==> src/rtl/led_rx_pkg.sv <==
// Shared constants and helpers for the LED driver-link receiver.
package led_rx_pkg;

  localparam int unsigned WORD_W      = 16;
  localparam int unsigned CH_PER_SCAN = 90;
  localparam int unsigned SCAN_N      = 4;
  localparam int unsigned GCNT_W      = 16;

  localparam int unsigned CH_W       = 7;
  localparam int unsigned SCAN_IDX_W = 2;
  localparam int unsigned BIT_CNT_W  = $clog2(WORD_W + 2);

  localparam logic [CH_W-1:0]       CH_LAST   = CH_W'(CH_PER_SCAN - 1);
  localparam logic [CH_W-1:0]       CH_FULL   = CH_W'(CH_PER_SCAN);
  localparam logic [BIT_CNT_W-1:0]  BIT_FULL  = BIT_CNT_W'(WORD_W);
  localparam logic [BIT_CNT_W-1:0]  BIT_SAT   = BIT_CNT_W'(WORD_W + 1);
  localparam logic [SCAN_IDX_W-1:0] SCAN_LAST = SCAN_IDX_W'(SCAN_N - 1);

  typedef struct packed {
    logic                  valid;
    logic [SCAN_IDX_W-1:0] idx;
  } scan_dec_t;

  // valid only when exactly one scan line is active
  function automatic scan_dec_t scan_decode(input logic [SCAN_N-1:0] v);
    scan_dec_t   r;
    int unsigned ones;
    r    = '0;
    ones = 0;
    for (int i = 0; i < SCAN_N; i++) begin
      if (v[i]) begin
        ones  = ones + 1;
        r.idx = SCAN_IDX_W'(i);
      end
    end
    r.valid = (ones == 1);
    return r;
  endfunction

endpackage

==> src/rtl/led_edge_sync.sv <==
// Per-bit two-flop synchroniser with a delay stage and registered edge pulses.
module led_edge_sync #(
  parameter int unsigned Width = 1
) (
  input  logic             clk_i,
  input  logic             rst_ni,
  input  logic [Width-1:0] d_i,
  output logic [Width-1:0] data_o,
  output logic [Width-1:0] rise_o,
  output logic [Width-1:0] fall_o
);

  logic [Width-1:0] s1_q, s2_q, dly_q, rise_q, fall_q;

  // Edge pulses are registered, so they line up with dly_q (the new level).
  always_ff @(posedge clk_i or negedge rst_ni) begin
    if (!rst_ni) begin
      s1_q   <= '0;
      s2_q   <= '0;
      dly_q  <= '0;
      rise_q <= '0;
      fall_q <= '0;
    end else begin
      s1_q   <= d_i;
      s2_q   <= s1_q;
      dly_q  <= s2_q;
      rise_q <= s2_q & ~dly_q;
      fall_q <= ~s2_q & dly_q;
    end
  end

  assign data_o = dly_q;
  assign rise_o = rise_q;
  assign fall_o = fall_q;

endmodule

==> src/rtl/led_serial_rx.sv <==
// Receive side of the LE/DCLK/SDI/GCLK/scan link: recovers grayscale words,
// tracks channel/scan position, counts GCLK per scan period and flags errors.
module led_serial_rx
  import led_rx_pkg::*;
(
  input  logic                  I_clk,
  input  logic                  I_rst_n,
  input  logic                  I_le,
  input  logic                  I_dclk,
  input  logic                  I_sdi,
  input  logic                  I_gclk,
  input  logic [SCAN_N-1:0]     I_scan,
  input  logic                  I_clr_err,
  output logic                  O_word_vld,
  output logic [WORD_W-1:0]     O_word,
  output logic [CH_W-1:0]       O_ch_idx,
  output logic [SCAN_IDX_W-1:0] O_scan_idx,
  output logic                  O_line_done,
  output logic                  O_frame_done,
  output logic [GCNT_W-1:0]     O_gclk_cnt,
  output logic                  O_gclk_cnt_vld,
  output logic                  O_err_len,
  output logic                  O_err_ovf,
  output logic                  O_err_scan
);

  logic              le_data, le_rise, le_fall;
  logic              dclk_data, dclk_rise, dclk_fall;
  logic              sdi_s, sdi_rise, sdi_fall;
  logic              gclk_data, gclk_rise, gclk_fall;
  logic [SCAN_N-1:0] scan_s, scan_rise, scan_fall;

  led_edge_sync #(.Width(1)) u_sync_le (
    .clk_i  (I_clk),
    .rst_ni (I_rst_n),
    .d_i    (I_le),
    .data_o (le_data),
    .rise_o (le_rise),
    .fall_o (le_fall)
  );

  led_edge_sync #(.Width(1)) u_sync_dclk (
    .clk_i  (I_clk),
    .rst_ni (I_rst_n),
    .d_i    (I_dclk),
    .data_o (dclk_data),
    .rise_o (dclk_rise),
    .fall_o (dclk_fall)
  );

  // Same depth as DCLK so each bit is sampled at its own clock edge.
  led_edge_sync #(.Width(1)) u_sync_sdi (
    .clk_i  (I_clk),
    .rst_ni (I_rst_n),
    .d_i    (I_sdi),
    .data_o (sdi_s),
    .rise_o (sdi_rise),
    .fall_o (sdi_fall)
  );

  led_edge_sync #(.Width(1)) u_sync_gclk (
    .clk_i  (I_clk),
    .rst_ni (I_rst_n),
    .d_i    (I_gclk),
    .data_o (gclk_data),
    .rise_o (gclk_rise),
    .fall_o (gclk_fall)
  );

  led_edge_sync #(.Width(SCAN_N)) u_sync_scan (
    .clk_i  (I_clk),
    .rst_ni (I_rst_n),
    .d_i    (I_scan),
    .data_o (scan_s),
    .rise_o (scan_rise),
    .fall_o (scan_fall)
  );

  logic unused_sync;
  assign unused_sync = ^{le_data, le_rise, dclk_data, dclk_fall, sdi_rise, sdi_fall,
                         gclk_data, gclk_fall};

  logic [WORD_W-1:0]     shift_q;
  logic [BIT_CNT_W-1:0]  bit_cnt_q, bit_cnt_d;
  logic [CH_W-1:0]       ch_cnt_q, ch_cnt_d;
  logic [SCAN_IDX_W-1:0] scan_idx_q;
  logic [GCNT_W-1:0]     gclk_cnt_q, gclk_cnt_d;

  logic                  word_vld_q, line_done_q, frame_done_q, gclk_vld_q;
  logic [WORD_W-1:0]     word_q;
  logic [CH_W-1:0]       ch_idx_q;
  logic [SCAN_IDX_W-1:0] scan_idx_out_q;
  logic [GCNT_W-1:0]     gclk_out_q;
  logic                  err_len_q, err_ovf_q, err_scan_q;

  scan_dec_t scan_dec;
  logic      scan_chg, scan_ok, scan_bad;
  logic      len_bad, line_full, accept, ovf, last_ch;

  always_comb begin
    scan_dec  = scan_decode(scan_s);
    scan_chg  = |(scan_rise | scan_fall);
    scan_ok   = scan_chg & scan_dec.valid;
    scan_bad  = scan_chg & ~scan_dec.valid;

    len_bad   = le_fall & (bit_cnt_q != BIT_FULL);
    line_full = (ch_cnt_q == CH_FULL);
    accept    = le_fall & ~len_bad & ~line_full;
    ovf       = le_fall & ~len_bad & line_full;
    last_ch   = (ch_cnt_q == CH_LAST);

    bit_cnt_d = bit_cnt_q;
    if (le_fall) begin
      bit_cnt_d = '0;
    end else if (dclk_rise && (bit_cnt_q != BIT_SAT)) begin
      bit_cnt_d = bit_cnt_q + 1'b1;
    end

    // A scan change wins over an accepted word: the word keeps the old indices.
    ch_cnt_d = ch_cnt_q;
    if (scan_ok) begin
      ch_cnt_d = '0;
    end else if (accept) begin
      ch_cnt_d = ch_cnt_q + 1'b1;
    end

    gclk_cnt_d = gclk_cnt_q;
    if (scan_ok) begin
      gclk_cnt_d = GCNT_W'(gclk_rise);
    end else if (gclk_rise && (gclk_cnt_q != '1)) begin
      gclk_cnt_d = gclk_cnt_q + 1'b1;
    end
  end

  always_ff @(posedge I_clk or negedge I_rst_n) begin
    if (!I_rst_n) begin
      shift_q        <= '0;
      bit_cnt_q      <= '0;
      ch_cnt_q       <= '0;
      scan_idx_q     <= '0;
      gclk_cnt_q     <= '0;
      word_vld_q     <= 1'b0;
      word_q         <= '0;
      ch_idx_q       <= '0;
      scan_idx_out_q <= '0;
      line_done_q    <= 1'b0;
      frame_done_q   <= 1'b0;
      gclk_out_q     <= '0;
      gclk_vld_q     <= 1'b0;
      err_len_q      <= 1'b0;
      err_ovf_q      <= 1'b0;
      err_scan_q     <= 1'b0;
    end else begin
      if (dclk_rise) begin
        shift_q <= {shift_q[WORD_W-2:0], sdi_s};
      end
      bit_cnt_q  <= bit_cnt_d;
      ch_cnt_q   <= ch_cnt_d;
      gclk_cnt_q <= gclk_cnt_d;
      if (scan_ok) begin
        scan_idx_q <= scan_dec.idx;
        gclk_out_q <= gclk_cnt_q;
      end
      gclk_vld_q <= scan_ok;

      word_vld_q   <= accept;
      line_done_q  <= accept & last_ch;
      frame_done_q <= accept & last_ch & (scan_idx_q == SCAN_LAST);
      if (accept) begin
        word_q         <= shift_q;
        ch_idx_q       <= ch_cnt_q;
        scan_idx_out_q <= scan_idx_q;
      end

      // Setting has priority over a same-cycle clear.
      err_len_q  <= (err_len_q & ~I_clr_err) | len_bad;
      err_ovf_q  <= (err_ovf_q & ~I_clr_err) | ovf;
      err_scan_q <= (err_scan_q & ~I_clr_err) | scan_bad;
    end
  end

  assign O_word_vld     = word_vld_q;
  assign O_word         = word_q;
  assign O_ch_idx       = ch_idx_q;
  assign O_scan_idx     = scan_idx_out_q;
  assign O_line_done    = line_done_q;
  assign O_frame_done   = frame_done_q;
  assign O_gclk_cnt     = gclk_out_q;
  assign O_gclk_cnt_vld = gclk_vld_q;
  assign O_err_len      = err_len_q;
  assign O_err_ovf      = err_ovf_q;
  assign O_err_scan     = err_scan_q;

endmodule
==> config.mk <==
export PLATFORM = sky130hd
export DESIGN_NAME = led_serial_rx
export DESIGN_NICKNAME = d
export VERILOG_FILES = /design/src/rtl/led_rx_pkg.sv /design/src/rtl/led_edge_sync.sv /design/src/rtl/led_serial_rx.sv
export SDC_FILE = /design/constraint.sdc
export NUM_CORES = 1
export LEC_CHECK = 0
export ABC_AREA = 1
export BUFFER_PORTS_ARGS = -buffer_cell sky130_fd_sc_hd__buf_2
export CAP_MARGIN = 25
export CELL_PAD_IN_SITES_DETAIL_PLACEMENT = 0
export CELL_PAD_IN_SITES_GLOBAL_PLACEMENT = 1
export CORE_MARGIN = 1.5
export CORE_UTILIZATION = 45
export DETAILED_ROUTE_END_ITERATION = 10
export HOLD_SLACK_MARGIN = 0.15
export MAX_ROUTING_LAYER = met4
export PLACE_DENSITY = 0.82
export SLEW_MARGIN = 20
export SYNTH_ARGS = -nofsm -noshare
export SYNTH_HDL_FRONTEND = slang
export SYNTH_SLANG_ARGS = --single-unit
==> constraint.sdc <==
create_clock -name I_clk -period 2.2 [get_ports I_clk]
set_clock_uncertainty 0.05 [all_clocks]
set_input_delay 0.11 -clock I_clk [delete_from_list [all_inputs] [get_ports I_clk]]
set_output_delay 0.11 -clock I_clk [all_outputs]
set_load 0.02 [all_outputs]
=== After elaboration in Yosys (flattened, before gate mapping) ===
Index checks and enable logic that the tools add are counted.

* Register bits: 129
* Bits in latches: 0
* Bits in writable memories: 0
* ROM bits: 0
* Bits of input ports: 11
* Output and inout port bits: 48
* Word-level logic and storage cells: 97
* Memories: 0

* Add/sub/neg operators: 6
* Multiply operators: 0
* Div/mod/pow operators: 0
* Magnitude comparators: 0
* Equal/unequal tests: 7
* Shift-type cells: 0
* Multiplexer cells: 13
* Bitwise logic cells: 29
* Reductions and logical operators: 6

{| class="wikitable"
|+ Operators by type and width
! operator !! count
|-
| adder 32 x 1 -> 32 bit (second input constant) || 3
|-
| 2-to-1 mux 32 bit || 3
|-
| equality test 32 x 1 -> 1 bit (second input constant) || 1
|-
| 2-to-1 mux 16 bit || 2
|-
| adder 16 x 1 -> 16 bit (second input constant) || 1
|-
| inequality test 16 bit (second input constant) || 1
|-
| AND 1 bit || 14
|-
| equality test 7 bit (second input constant) || 2
|-
| 2-to-1 mux 7 bit || 2
|-
| 2-to-1 mux 5 bit || 2
|-
| inequality test 5 bit (second input constant) || 2
|-
| AND 4 bit || 2
|-
| NOT 4 bit || 2
|-
| adder 7 x 1 -> 7 bit (second input constant) || 1
|-
| NOT 1 bit || 7
|-
| nonzero test 2 bit || 3
|-
| adder 5 x 1 -> 5 bit (second input constant) || 1
|-
| 2-to-1 mux 2 bit || 2
|-
| bitwise OR 4 bit || 1
|-
| OR reduction 4 bit || 1
|-
| bitwise OR 1 bit || 3
|-
| equality test 2 bit (second input constant) || 1
|-
| logical AND 1 bit || 2
|-
| 2-to-1 mux 1 bit || 2
|}

=== Logic depth before layout (Yosys ltp) ===
Gate-level depths: netlist of the first run.

* Word-level depth: 11
* Depth in mapped cells: 13
* Gate-level depth less buffers: 13

=== Cells and area by module ===
Synthesis of the first run repeated with hierarchy kept, for this count alone.

* Cells, all modules: 603
* Area, all modules: 5537.8 µm²

{| class="wikitable"
|+ By module, submodules not included
! module !! instances !! cells an instance !! area each (µm²) !! sequential area each (µm²)
|-
| led_serial_rx || 1 || 531 || 4416.7 || 2352.3
|-
| led_edge_sync (u_sync_dclk ...) || 4 || 9 || 140.1 || 125.1
|-
| led_edge_sync (u_sync_scan) || 1 || 36 || 560.5 || 500.5
|}

=== Worst setup path before layout of the first run ===
Ideal clock, no wire load.

* Path type: reg2reg
* Start: reg u_sync_scan.dly_q[1] (netlist: u_sync_scan.data_o[1])
* End: reg gclk_out_q[8] (netlist: O_gclk_cnt[8])
* Arrival time: 1.884 ns
* Setup slack: 0.148 ns
* Cell stages (with the launch flop): 13
* Path buffers: 1
* Path through: dfrtp_1 inv_1 ha_1 nand2_1 inv_2 nor2_2 ha_1 nand2_1 xnor2_1 nand3_4 buf_4 nand2_1 o21ai_2

* Longest elaborated chain between the ends: 7

{| class="wikitable"
|+ RTL lines
! element !! line !! text
|-
| start, declared || led_edge_sync.sv:13 || <nowiki>logic [Width-1:0] s1_q, s2_q, dly_q, rise_q, fall_q;</nowiki>
|-
| start signal, assigned || led_edge_sync.sv:26 || <nowiki>dly_q <= s2_q;</nowiki>
|-
| 2-to-1 mux 32 bit * || led_rx_pkg.sv:31 || <nowiki>if (v[i]) begin</nowiki>
|-
| adder 32 x 1 -> 32 bit || led_rx_pkg.sv:32 || <nowiki>ones = ones + 1;</nowiki>
|-
| 2-to-1 mux 32 bit * || led_rx_pkg.sv:31 ||
|-
| adder 32 x 1 -> 32 bit || led_rx_pkg.sv:32 ||
|-
| 2-to-1 mux 32 bit * || led_rx_pkg.sv:31 ||
|-
| equality test 32 x 1 -> 1 bit * || led_rx_pkg.sv:36 || <nowiki>r.valid = (ones == 1);</nowiki>
|-
| AND 1 bit * || led_serial_rx.sv:103 || <nowiki>scan_ok = scan_chg & scan_dec.valid;</nowiki>
|-
| end signal, assigned || led_serial_rx.sv:162 || <nowiki>gclk_out_q <= gclk_cnt_q;</nowiki>
|-
| end, declared || led_serial_rx.sv:93 || <nowiki>logic [GCNT_W-1:0] gclk_out_q;</nowiki>
|}

Mark *: on every way between the ends. The rest lies on a longest branch, timed or not.
A chain may end at the register's enable or synchronous reset.

=== Worst setup path in the final report of the first run ===
* Start: reg u_sync_scan.dly_q[1] (netlist: u_sync_scan.data_o[1])
* End: reg gclk_cnt_q[14]

* Longest elaborated chain between the ends: 8

{| class="wikitable"
|+ RTL lines
! element !! line !! text
|-
| 2-to-1 mux 32 bit * || led_rx_pkg.sv:31 ||
|-
| adder 32 x 1 -> 32 bit || led_rx_pkg.sv:32 ||
|-
| 2-to-1 mux 32 bit * || led_rx_pkg.sv:31 ||
|-
| adder 32 x 1 -> 32 bit || led_rx_pkg.sv:32 ||
|-
| 2-to-1 mux 32 bit * || led_rx_pkg.sv:31 ||
|-
| equality test 32 x 1 -> 1 bit * || led_rx_pkg.sv:36 ||
|-
| AND 1 bit * || led_serial_rx.sv:103 ||
|-
| 2-to-1 mux 16 bit or nonzero test 2 bit (tied branches) || -- ||
|-
| end signal, assigned || led_serial_rx.sv:159 || <nowiki>gclk_cnt_q <= gclk_cnt_d;</nowiki>
|-
| end, declared || led_serial_rx.sv:87 || <nowiki>logic [GCNT_W-1:0] gclk_cnt_q, gclk_cnt_d;</nowiki>
|}

Marked as above.

==> results of run 1 <==
-- cell usage in the layout, fill, tap and decap left out, drive strengths merged, types with 2 or more instances in the layout --
cell type    count
nand2          161
dfrtp          129
buf             76
inv             73
nor2            67
o21ai           63
nand3           36
clkbuf          24
dlygate4sd3     10
ha              10
nand4            8
nand3b           7
a21oi            5
nor3             4
xor2             4
clkinvlp         3
clkinv           3
bufinv           2
-- routing by layer --
layer	vias up	track usage	share of wire
met5	-	-	0
met2	83	0.298	0.48
met4	0	0.0858	0.016
met1	1931	0.254	0.46
li1	2032	-	-
met3	16	0.0537	0.043
-- Yosys cell counts, drive strengths merged --
cell type  count
nand2        161
dfrtp        129
inv           70
nor2          67
o21ai         63
nand3         36
buf           15
ha            10
nand4          8
nand3b         7
a21oi          5
nor3           4
xor2           4
clkbuf         3
a211oi         1
clkinv         1
nor3b          1
nor4           1
o32ai          1
xnor2          1
-- report_power, final --
group	internal (mW)	switching, mW
logic	0.273	0.374
registers	2.53	0.102
clock network	1.77	1.04
total	4.56	1.52
-- worst paths after layout --
kind	end	depth (start not counted)	slack, ps
worst max-delay path	gclk_cnt_q[14]	13	20
worst min-delay path	O_word[11]	3	270
worst max register to register	gclk_cnt_q[14]	13	20
worst min register to register	u_sync_le.s2_q	0	300
max in group asynchronous	gclk_cnt_q[0]	3	1330
min in group I_clk	u_sync_scan.s1_q[0]	2	280
-- layout make-up --
class	count	area [um2]
clock buffer	22	474
clock inverter	10	123
fill	1045	4990
inverter	71	274
multi-input combinational	370	1960
sequential	129	3230
tap	147	184
timing repair buffer	88	728
-- timing repair --
action,CTS,global route
setup buffers,5,2
gates resized for setup,11,25
endpoints found under the hold margin,140,0
setup endpoints to repair,38,38
hold buffers,10,0
cloned,4,2
pin swaps,2,7
-- flip-flops by register name (all words and copies together) (netlist names), 2 cells and up --
register            flops
ch_cnt_q                7
u_sync_scan.fall_o      4
u_sync_scan.s2_q        4
bit_cnt_q               5
O_ch_idx                7
O_word                 16
O_scan_idx              2
shift_q                16
scan_idx_q              2
u_sync_scan.s1_q        4
O_gclk_cnt             16
u_sync_scan.data_o      4
u_sync_scan.rise_o      4
gclk_cnt_q             16
-- tightest hold or removal path, cell delays in order --
cell,delay [ps]
dlygate4sd3_1,520
buf_4,110
buf_12,470
-- logic make-up after synthesis --
group                      after synthesis  synth area share
and+or+nand+nor                        285             0.231
xor gates and xnor gates                 5           0.00795
AOI/OAI and AO/OA                       70            0.0763
buffers and inverters                   89            0.0761
DFF                                    129             0.586
adders and majority gates               10            0.0227
==> metrics.md, run 1 <==
| Metric | Value |
|---|---|
| Status | `completed` |
| Worst-Margin Slew | `671 ps` |
| GRT Util Overall | `0.198` |
| Place WS | `-19.5 ps` |
| N_diodes | `0` |
| PortBufs | `58` |
| Num CTS Buffers | `17` |
| Max cap viols | `0` |
| P per Cell Area | `872 nW/um2` |
| Post-Place Cells | `782` |
| Max incr delay on CP | `420 ps` |
| Syn. warnings | `0` |
| Slew Viols, Final | `0` |
| Largest cells by area after synthesis | `dfrtp_1 (59%), nand2_1 (11%), inv_1 (4.6%), nor2_1 (3.9%), o21ai_0 (3.8%)` |
| First-pass GRT wire length | `between 15000 and 20000 um` |
| Non-Filler Instances | `~840` |
| CTS sink cnt | `129` |
| Fmax | `458 MHz` |
| Row count | `40` |
| Setup WS post-layout | `18.4 ps` |
| Die Ht | `114 um` |
| Vias in the first global route | `about 4k` |
| Synth top area share | `0.586` |
| Worst reg2reg startpoint | `u_sync_scan.data_o[1]` |
| Drt first pass iters | `5` |
| Final Util | `0.583` |
| Vias | `4062` |
| Root Buffer | `clkbuf_16` |
| Share of cells above drive strength 1 | `0.246` |
| Die area | `12900 um2` |
| Synth Net Count | `609` |
| Core box area | `12000 um2` |
| Final setup TNS | `0 ps` |
| Arrival time worst endpoint | `~2400 ps` |
| Cell taking the most area after synthesis | `dfrtp_1` |
| CP top delay family | `simple AND/OR/NAND/NOR gates` |
| Post-DP HPWL | `just under 7000 um` |
| Largest net degree at the start of global routing | `130` |
| Initial antenna violation count | `0` |
| Initial Util | `0.460` |
| Worst hold-check path type | `input port to async pin` |
| CP max FO | `6` |
| #FFs+latches synth | `~130` |
| Critical Path Source | `u_sync_scan.data_o[1]` |
| 1st-iter DRT viols | `~210` |
| Critical path, cell by cell | `inv_2 -> ha_4 -> nor2_2 -> nor2_4 -> ha_4 -> nor2_2 -> o21ai_1 -> nand2_2 -> nand3_4 -> buf_12 -> clkbuf_16 -> nand3_2 -> nand2_1` |
| Syn_area_per_cell | `9.36 um2` |
| Max Root-Sink Buffers | `2` |
| Min cycle time layout | `2180 ps` |
| IO Count | `between 50 and 60` |
| CTS H-tree depth | `4` |
| Power Total | `6.08 mW` |
| Gate Count Post-Synth | `between 500 and 600` |
| Placement Cell Area | `5920 um2` |
| WL per Instance | `13.2 um` |
| Min Hold Slack | `270 ps` |
| Design area | `6970 um2` |
| CP Launch Type | `flop` |
| Grt ovf | `0` |
| Die width | `114 um` |
| Skew-Pair Late Insertion Delay | `420 ps` |
| Tcrit/Tclk final | `0.992` |
| WP buf/inv | `3` |
| CTS tree | `done` |
| Total Wirelength | `11100 um` |
| Area grow syn2layout | `26.6%` |
| LEAKAGE | `3.48 nW` |
| Drt via density | `~4.9` |
| Synth cell types | `35` |
| Reg clk slew, reported paths | `approximately 60 ps` |
| Critical path's slowest cell | `dfrtp_1` |
| Routed Antenna Nets | `0` |
| Peak supply drop | `0.550 mV` |
| Mapped cell area | `5510 um2` |
| Crit path kind | `flop to flop` |
| Placer Congestion | `0.847` |
| Crit end category | `flop` |
| Residual DRC | `0` |
| RSZ-0062 raised after global routing | `yes` |
| Nets | `698` |
| Seq/Total Area, Yosys | `0.586` |
| Worst EP required | `2460 ps` |
| # setup viols final | `0` |
| Final hold viol count | `0` |
| Slew headroom | `0.553` |
Power figures use the tool's default switching activity.
==> inputs of run 2 (changes only) <==
--- a/config.mk
+++ b/config.mk
@@ -8,14 +8,12 @@
 export ABC_AREA = 1
 export BUFFER_PORTS_ARGS = -buffer_cell sky130_fd_sc_hd__buf_2
 export CAP_MARGIN = 25
-export CELL_PAD_IN_SITES_DETAIL_PLACEMENT = 0
-export CELL_PAD_IN_SITES_GLOBAL_PLACEMENT = 1
 export CORE_MARGIN = 1.5
-export CORE_UTILIZATION = 45
+export CORE_UTILIZATION = 50
 export DETAILED_ROUTE_END_ITERATION = 10
 export HOLD_SLACK_MARGIN = 0.15
 export MAX_ROUTING_LAYER = met4
-export PLACE_DENSITY = 0.82
+export PLACE_DENSITY = 0.73
 export SLEW_MARGIN = 20
 export SYNTH_ARGS = -nofsm -noshare
 export SYNTH_HDL_FRONTEND = slang
==> metrics.md, run 2 (synthesis results as in run 1) <==
| Metric | Value |
|---|---|
| Critical path, cell by cell | `inv_2 -> ha_4 -> nand2_2 -> inv_2 -> nor2_2 -> ha_1 -> nor2_1 -> o21ai_1 -> nand2_2 -> nand3_4 -> clkbuf_16 -> nand3b_1 -> nand2_1 (was inv_2 -> ha_4 -> nor2_2 -> nor2_4 -> ha_4 -> nor2_2 -> o21ai_1 -> nand2_2 -> nand3_4 -> buf_12 -> clkbuf_16 -> nand3_2 -> nand2_1)` |
| WL per Instance | `13.1 um (was 13.2 um)` |
| Post-Place Cells | `775 (was 782)` |
| Failing checks | `negative setup slack` |
| 1st-iter DRT viols | `330 (was 209)` |
| IO Count | `59 (unchanged)` |
| Clock Power Share | `0.450 (was 0.462)` |
| Placer Congestion | `0.906 (was 0.847)` |
| Initial Util | `0.510 (was 0.460)` |
| PortBufs | `58 (unchanged)` |
| Place WS | `2.76 ps (was -19.5 ps)` |
| Power Total | `5.80 mW (was 6.08 mW)` |
| Most common cell after layout, fill and taps aside | `nand2_1 (unchanged)` |
| Fmax | `436 MHz (was 458 MHz)` |
| Max incr delay on CP | `400 ps (was 420 ps)` |
| Vias in the first global route | `3759 (was 4012)` |
| Placement Cell Area | `5900 um2 (was 5920 um2)` |
| Total Wirelength | `10800 um (was 11100 um)` |
| Slew headroom | `0.699 (was 0.553)` |
| Vias | `4108 (was 4062)` |
| WP buf/inv | `3 (unchanged)` |
| Post-DP HPWL | `6660 um (was 6760 um)` |
| CP top delay family | `simple AND/OR/NAND/NOR gates (unchanged)` |
| Drt via density | `4.97 (was 4.85)` |
| P per Cell Area | `854 nW/um2 (was 872 nW/um2)` |
| CTS tree | `done (unchanged)` |
| Core box area | `10800 um2 (was 12000 um2)` |
| Multi-input gate area | `1940 um2 (was 1960 um2)` |
| Routed Antenna Nets | `0 (unchanged)` |
| Skew-Pair Late Insertion Delay | `520 ps (was 420 ps)` |
| Crit path kind | `flop to flop (unchanged)` |
| Power share of the sequential group | `0.454 (was 0.432)` |
| Non-Filler Instances | `827 (was 837)` |
| Row count | `38 (was 40)` |
| Initial antenna violation count | `0 (unchanged)` |
| Tcrit/Tclk final | `1.04 (was 0.992)` |
| CTS H-tree depth | `4 (unchanged)` |
| Worst-Margin Slew | `450 ps (was 671 ps)` |
| Comb power frac | `0.097 (was 0.106)` |
| Sw Pwr | `1.43 mW (was 1.52 mW)` |
| First-pass GRT wire length | `17100 um (was 19100 um)` |
| Design area | `6790 um2 (was 6970 um2)` |
| Status | `finished, violations left (was completed)` |
| Crit end category | `flop (unchanged)` |
| Reg clk slew, reported paths | `60 ps (about the same)` |
| Setup WS post-layout | `-93.2 ps (was 18.4 ps)` |
| LEAKAGE | `3.41 nW (was 3.48 nW)` |
| R2r setup slk | `-90 ps (was 20 ps)` |
| Most frequent cells in the layout | `nand2_1 (143), dfrtp_1 (129), inv_1 (65) (unchanged)` |
| Die Ht | `108 um (was 114 um)` |
| Area grow syn2layout | `23.4% (was 26.6%)` |
| Nets | `695 (was 698)` |
| Critical path's slowest cell | `dfrtp_1 (unchanged)` |
| Die width | `108 um (was 114 um)` |
| CTS sink cnt | `129 (unchanged)` |
| Largest net degree at the start of global routing | `61 (was 130)` |
| # setup viols final | `41 (was 0)` |
| Worst EP required | `2560 ps (was 2460 ps)` |
| Drt first pass iters | `5 (unchanged)` |
| Int Power | `4.37 mW (was 4.56 mW)` |
| Share of cells above drive strength 1 | `0.231 (was 0.246)` |
| Peak supply drop | `0.453 mV (was 0.550 mV)` |
| Max cap viols | `0 (unchanged)` |
| Root Buffer | `clkbuf_8 (was clkbuf_16)` |
| Worst hold-check path type | `input port to flop (was input port to async pin)` |
| Grt ovf | `0 (unchanged)` |
| N_diodes | `0 (unchanged)` |
| Final hold viol count | `0 (unchanged)` |
| Switching portion of total power | `0.246 (was 0.250)` |
| Arrival time worst endpoint | `2650 ps (was 2440 ps)` |
| Slew Viols, Final | `0 (unchanged)` |
| CP Launch Type | `flop (unchanged)` |
| Num CTS Buffers | `17 (unchanged)` |
| Reg area | `3230 um2 (unchanged)` |
| CP max FO | `13 (was 6)` |
| Fillcell total | `849 (was 1045)` |
| Die area | `11700 um2 (was 12900 um2)` |
| RSZ-0062 raised after global routing | `yes (unchanged)` |
| GRT Util Overall | `0.194 (was 0.198)` |
| Residual DRC | `0 (unchanged)` |
| Final Util | `0.629 (was 0.583)` |
| Max Root-Sink Buffers | `2 (unchanged)` |
| Min cycle time layout | `2290 ps (was 2180 ps)` |
==> run 2: cell type report <==
| cell class | instances | area share |
|---|---|---|
| multi-input combinational | 370 | 0.286 |
| sequential | 129 | 0.475 |
| clock buffer | 23 | 0.0657 |
| inverter | 71 | 0.0401 |
| tap | 140 | 0.0258 |
| clock inverter | 9 | 0.0160 |
| timing repair buffer | 85 | 0.0913 |
==> run 2: per-stage QoR <==
| stage | hold WS, ps | setup TNS [ps] |
|---|---|---|
| 6_report | 178 | -2340 |
| 5_1_grt | 158 | -5210 |
| 2_1_floorplan | -236 | 0 |
| 4_1_cts | 153 | 0 |
| 3_3_place_gp | -26.3 | 0 |
| 3_5_place_dp | -20.0 | 0 |
==> run 2: worst paths after layout <==
| check | endpoint | start | depth (start not counted) |
|---|---|---|---|
| max | gclk_cnt_q[12] | u_sync_scan.data_o[1] | 13 |
| min | u_sync_scan.s1_q[1] | I_scan[1] | 2 |
| max reg2reg | gclk_cnt_q[12] | u_sync_scan.data_o[1] | 13 |
| min reg2reg | u_sync_gclk.s2_q | u_sync_gclk.s1_q | 0 |
| max in group asynchronous | O_word_vld | I_rst_n | 5 |
| min in group asynchronous | O_word[6] | I_rst_n | 4 |
==> run 2: worst register-to-register path: stages (launching register included) <==
cell and delay (ps):
dfrtp_1 400, inv_2 70, ha_4 280, nand2_2 50, inv_2 80, nor2_2 40, ha_1 290, nor2_1 150
o21ai_1 110, nand2_2 100, nand3_4 170, clkbuf_16 250, nand3b_1 90, nand2_1 50
==> run 2: timing repair <==
item	in CTS	in global routing
setup buffers	0	2
hold buffers	13	0
pin swaps	0	7
setup endpoints to repair	4	42
hold endpoints to repair	140	0
gates cloned	0	4
gates resized for setup	1	26
==> run 2: routing by layer <==
| layer | wire [um] | global-route usage | part of all wire |
|---|---|---|---|
| met1 | 5080 | 0.254 | 0.47 |
| met2 | 5040 | 0.289 | 0.47 |
| met3 | 579 | 0.0615 | 0.054 |
| met4 | 117 | 0.0611 | 0.011 |
| met5 | 0 | - | 0 |
==> run 2: power groups by stage <==
stage / logic, mW / registers [mW] / clock network (mW)
after global routing: 0.625 / 2.65 / 2.78
after CTS: 0.485 / 2.63 / 2.67
after global placement: 0.444 / 2.66 / 0
final: 0.560 / 2.63 / 2.61
after floorplan: 0.292 / 2.68 / 0
after detailed placement: 0.461 / 2.67 / 0
==> inputs of run 3 (changes only) <==
--- a/config.mk
+++ b/config.mk
@@ -9,11 +9,10 @@
 export BUFFER_PORTS_ARGS = -buffer_cell sky130_fd_sc_hd__buf_2
 export CAP_MARGIN = 25
 export CORE_MARGIN = 1.5
-export CORE_UTILIZATION = 50
+export CORE_UTILIZATION = 29
 export DETAILED_ROUTE_END_ITERATION = 10
 export HOLD_SLACK_MARGIN = 0.15
 export MAX_ROUTING_LAYER = met4
-export PLACE_DENSITY = 0.73
 export SLEW_MARGIN = 20
 export SYNTH_ARGS = -nofsm -noshare
 export SYNTH_HDL_FRONTEND = slang
==> constraint.sdc (replaced) <==
create_clock -name I_clk -period 2.4 [get_ports I_clk]
set_clock_uncertainty 0.05 [all_clocks]
set_input_delay 0.12 -clock I_clk [delete_from_list [all_inputs] [get_ports I_clk]]
set_output_delay 0.12 -clock I_clk [all_outputs]
set_load 0.02 [all_outputs]
==> metrics.md, run 3 (synthesis results as in run 1) <==
| Metric | Value |
|---|---|
| Status | `completed (was finished, violations left)` |
| LEAKAGE | `3.36 nW (was 3.41 nW)` |
| Vias in the first global route | `3678 (was 3759)` |
| P per Cell Area | `827 nW/um2 (was 854 nW/um2)` |
| Die Ht | `141 um (was 108 um)` |
| Area grow syn2layout | `22.8% (was 23.4%)` |
| Post-DP HPWL | `6910 um (was 6660 um)` |
| GRT Util Overall | `0.119 (was 0.194)` |
| Total Wirelength | `10400 um (was 10800 um)` |
| 1st-iter DRT viols | `213 (was 330)` |
| CTS tree | `done (unchanged)` |
| Most frequent cells in the layout | `nand2_1 (155), dfrtp_1 (129), inv_1 (67) (was nand2_1 (143), dfrtp_1 (129), inv_1 (65))` |
| Grt ovf | `0 (unchanged)` |
| Num CTS Buffers | `17 (unchanged)` |
| Placer Congestion | `0.813 (was 0.906)` |
| Setup Fix Bufs, Post-CTS | `0 (unchanged)` |
| N_diodes | `0 (unchanged)` |
| Worst hold-check path type | `input port to async pin (was input port to flop)` |
| Max Root-Sink Buffers | `2 (unchanged)` |
| Most common cell after layout, fill and taps aside | `nand2_1 (unchanged)` |
| CTS sink cnt | `129 (unchanged)` |
| Max cap viols | `0 (unchanged)` |
| Crit end category | `flop (unchanged)` |
| Vias | `3910 (was 4108)` |
| Int Power | `4.22 mW (was 4.37 mW)` |
| Row count | `50 (was 38)` |
| Residual DRC | `0 (unchanged)` |
| Power share of the sequential group | `0.430 (was 0.454)` |
| Clock Power Share | `0.492 (was 0.450)` |
| Worst-Margin Slew | `529 ps (was 450 ps)` |
| Routed Antenna Nets | `0 (unchanged)` |
| Sw Pwr | `1.37 mW (was 1.43 mW)` |
| Fmax | `467 MHz (was 436 MHz)` |
| Min cycle time layout | `2140 ps (was 2290 ps)` |
| First-pass GRT wire length | `18100 um (was 17100 um)` |
| PortBufs | `58 (unchanged)` |
| Worst EP required | `2650 ps (was 2560 ps)` |
| CP max FO | `51 (was 13)` |
| Slew headroom | `0.648 (was 0.699)` |
| CTS H-tree depth | `4 (unchanged)` |
| Largest net degree at the start of global routing | `55 (was 61)` |
| Crit path kind | `flop to flop (unchanged)` |
| Design area | `6760 um2 (was 6790 um2)` |
| Reg clk slew, reported paths | `60 ps (about the same)` |
| Nets | `685 (was 695)` |
| Final hold viol count | `0 (unchanged)` |
| IO Count | `59 (unchanged)` |
| WL per Instance | `11.4 um (was 13.1 um)` |
| Die area | `19800 um2 (was 11700 um2)` |
| Comb power frac | `0.078 (was 0.097)` |
| Core box area | `18600 um2 (was 10800 um2)` |
| Drt via density | `4.29 (was 4.97)` |
| Drt first pass iters | `4 (was 5)` |
| Share of cells above drive strength 1 | `0.196 (was 0.231)` |
| CP Launch Type | `flop (unchanged)` |
| Root Buffer | `clkbuf_16 (was clkbuf_8)` |
| Tcrit/Tclk final | `0.891 (was 1.04)` |
| RSZ-0062 raised after global routing | `no (was yes)` |
| Slew Viols, Final | `0 (unchanged)` |
| Initial antenna violation count | `0 (unchanged)` |
| Placement Cell Area | `6020 um2 (was 5900 um2)` |
| # setup viols final | `0 (was 41)` |
| Arrival time worst endpoint | `2390 ps (was 2650 ps)` |
| Final setup TNS | `0 ps (was -2340 ps)` |
| Initial Util | `0.295 (was 0.510)` |
| Skew-Pair Late Insertion Delay | `420 ps (was 520 ps)` |
| Peak supply drop | `0.452 mV (was 0.453 mV)` |
| Switching portion of total power | `0.246 (about the same)` |
| Die width | `141 um (was 108 um)` |
==> run 3: metrics by stage <==
stage | hold WS [ps] | worst slack (ps) | power [mW] | cells | utilization
detailed placement | 65.4 | 238 | 2.87 | 869 | 0.323
CTS | 187 | 222 | 5.70 | 911 | 0.362
global placement | 64.9 | 270 | 2.87 | 869 | 0.323
finish | 166 | 261 | 5.59 | 911 | 0.363
global route | 225 | 18.4 | 5.86 | 911 | 0.363
floorplan | -226 | 348 | 2.72 | 588 | -
==> run 3: layout make-up <==
cell class,instances,area (um2)
clock buffer,19,433
clock inverter,13,200
fill,1900,11900
inverter,71,269
multi-input combinational,370,1870
sequential,129,3230
tap,234,293
timing repair buffer,75,474
==> run 3: power by group through the flow <==
stage	Sequential, mW	Clock [mW]	Combinational [mW]
6_report	2.40	2.75	0.437
5_1_grt	2.42	2.94	0.501
4_1_cts	2.40	2.85	0.449
3_5_place_dp	2.44	0	0.432
3_3_place_gp	2.44	0	0.426
2_1_floorplan	2.45	0	0.268
==> run 3: worst paths after layout <==
check                                      startpoint                end  slack, ps  cells past startpoint
worst min register to register        u_sync_sdi.s2_q  u_sync_sdi.data_o        300                      0
worst max-delay path            u_sync_scan.data_o[1]      gclk_cnt_q[6]        260                     13
worst min-delay path                          I_rst_n      O_gclk_cnt[7]        170                      2
max in group asynchronous                     I_rst_n      O_gclk_cnt[2]       1480                      3
min in group I_clk                               I_le     u_sync_le.s1_q        280                      2
worst max register to register  u_sync_scan.data_o[1]      gclk_cnt_q[6]        260                     13
==> run 3: what timing repair did <==
action / 4_1_cts / 5_1_grt
hold endpoints to repair: 140 / 0
endpoints found under the setup margin: 0 / 1
resized for setup: 0 / 1
hold buffers: 10 / 0
==> run 3: routing by layer <==
| layer | wire length, um | vias up | track usage |
|---|---|---|---|
| li1 | - | 2013 | - |
| met1 | 5290 | 1823 | 0.159 |
| met2 | 4490 | 60 | 0.164 |
| met3 | 449 | 14 | 0.0401 |
| met4 | 186 | 0 | 0.0510 |
| met5 | 0 | - | - |
==> run 3: worst max-delay path, cell delays in order, from the launching register on <==
cell      delay [ps]
dfrtp_1          380
inv_1             70
ha_1             320
nand2_1           80
inv_2             70
nor2_2            40
ha_1             280
nor2_1            90
o21ai_1           80
nand2_2          100
nand3_4           90
buf_12           200
nand3b_1         110
nand2_1           50
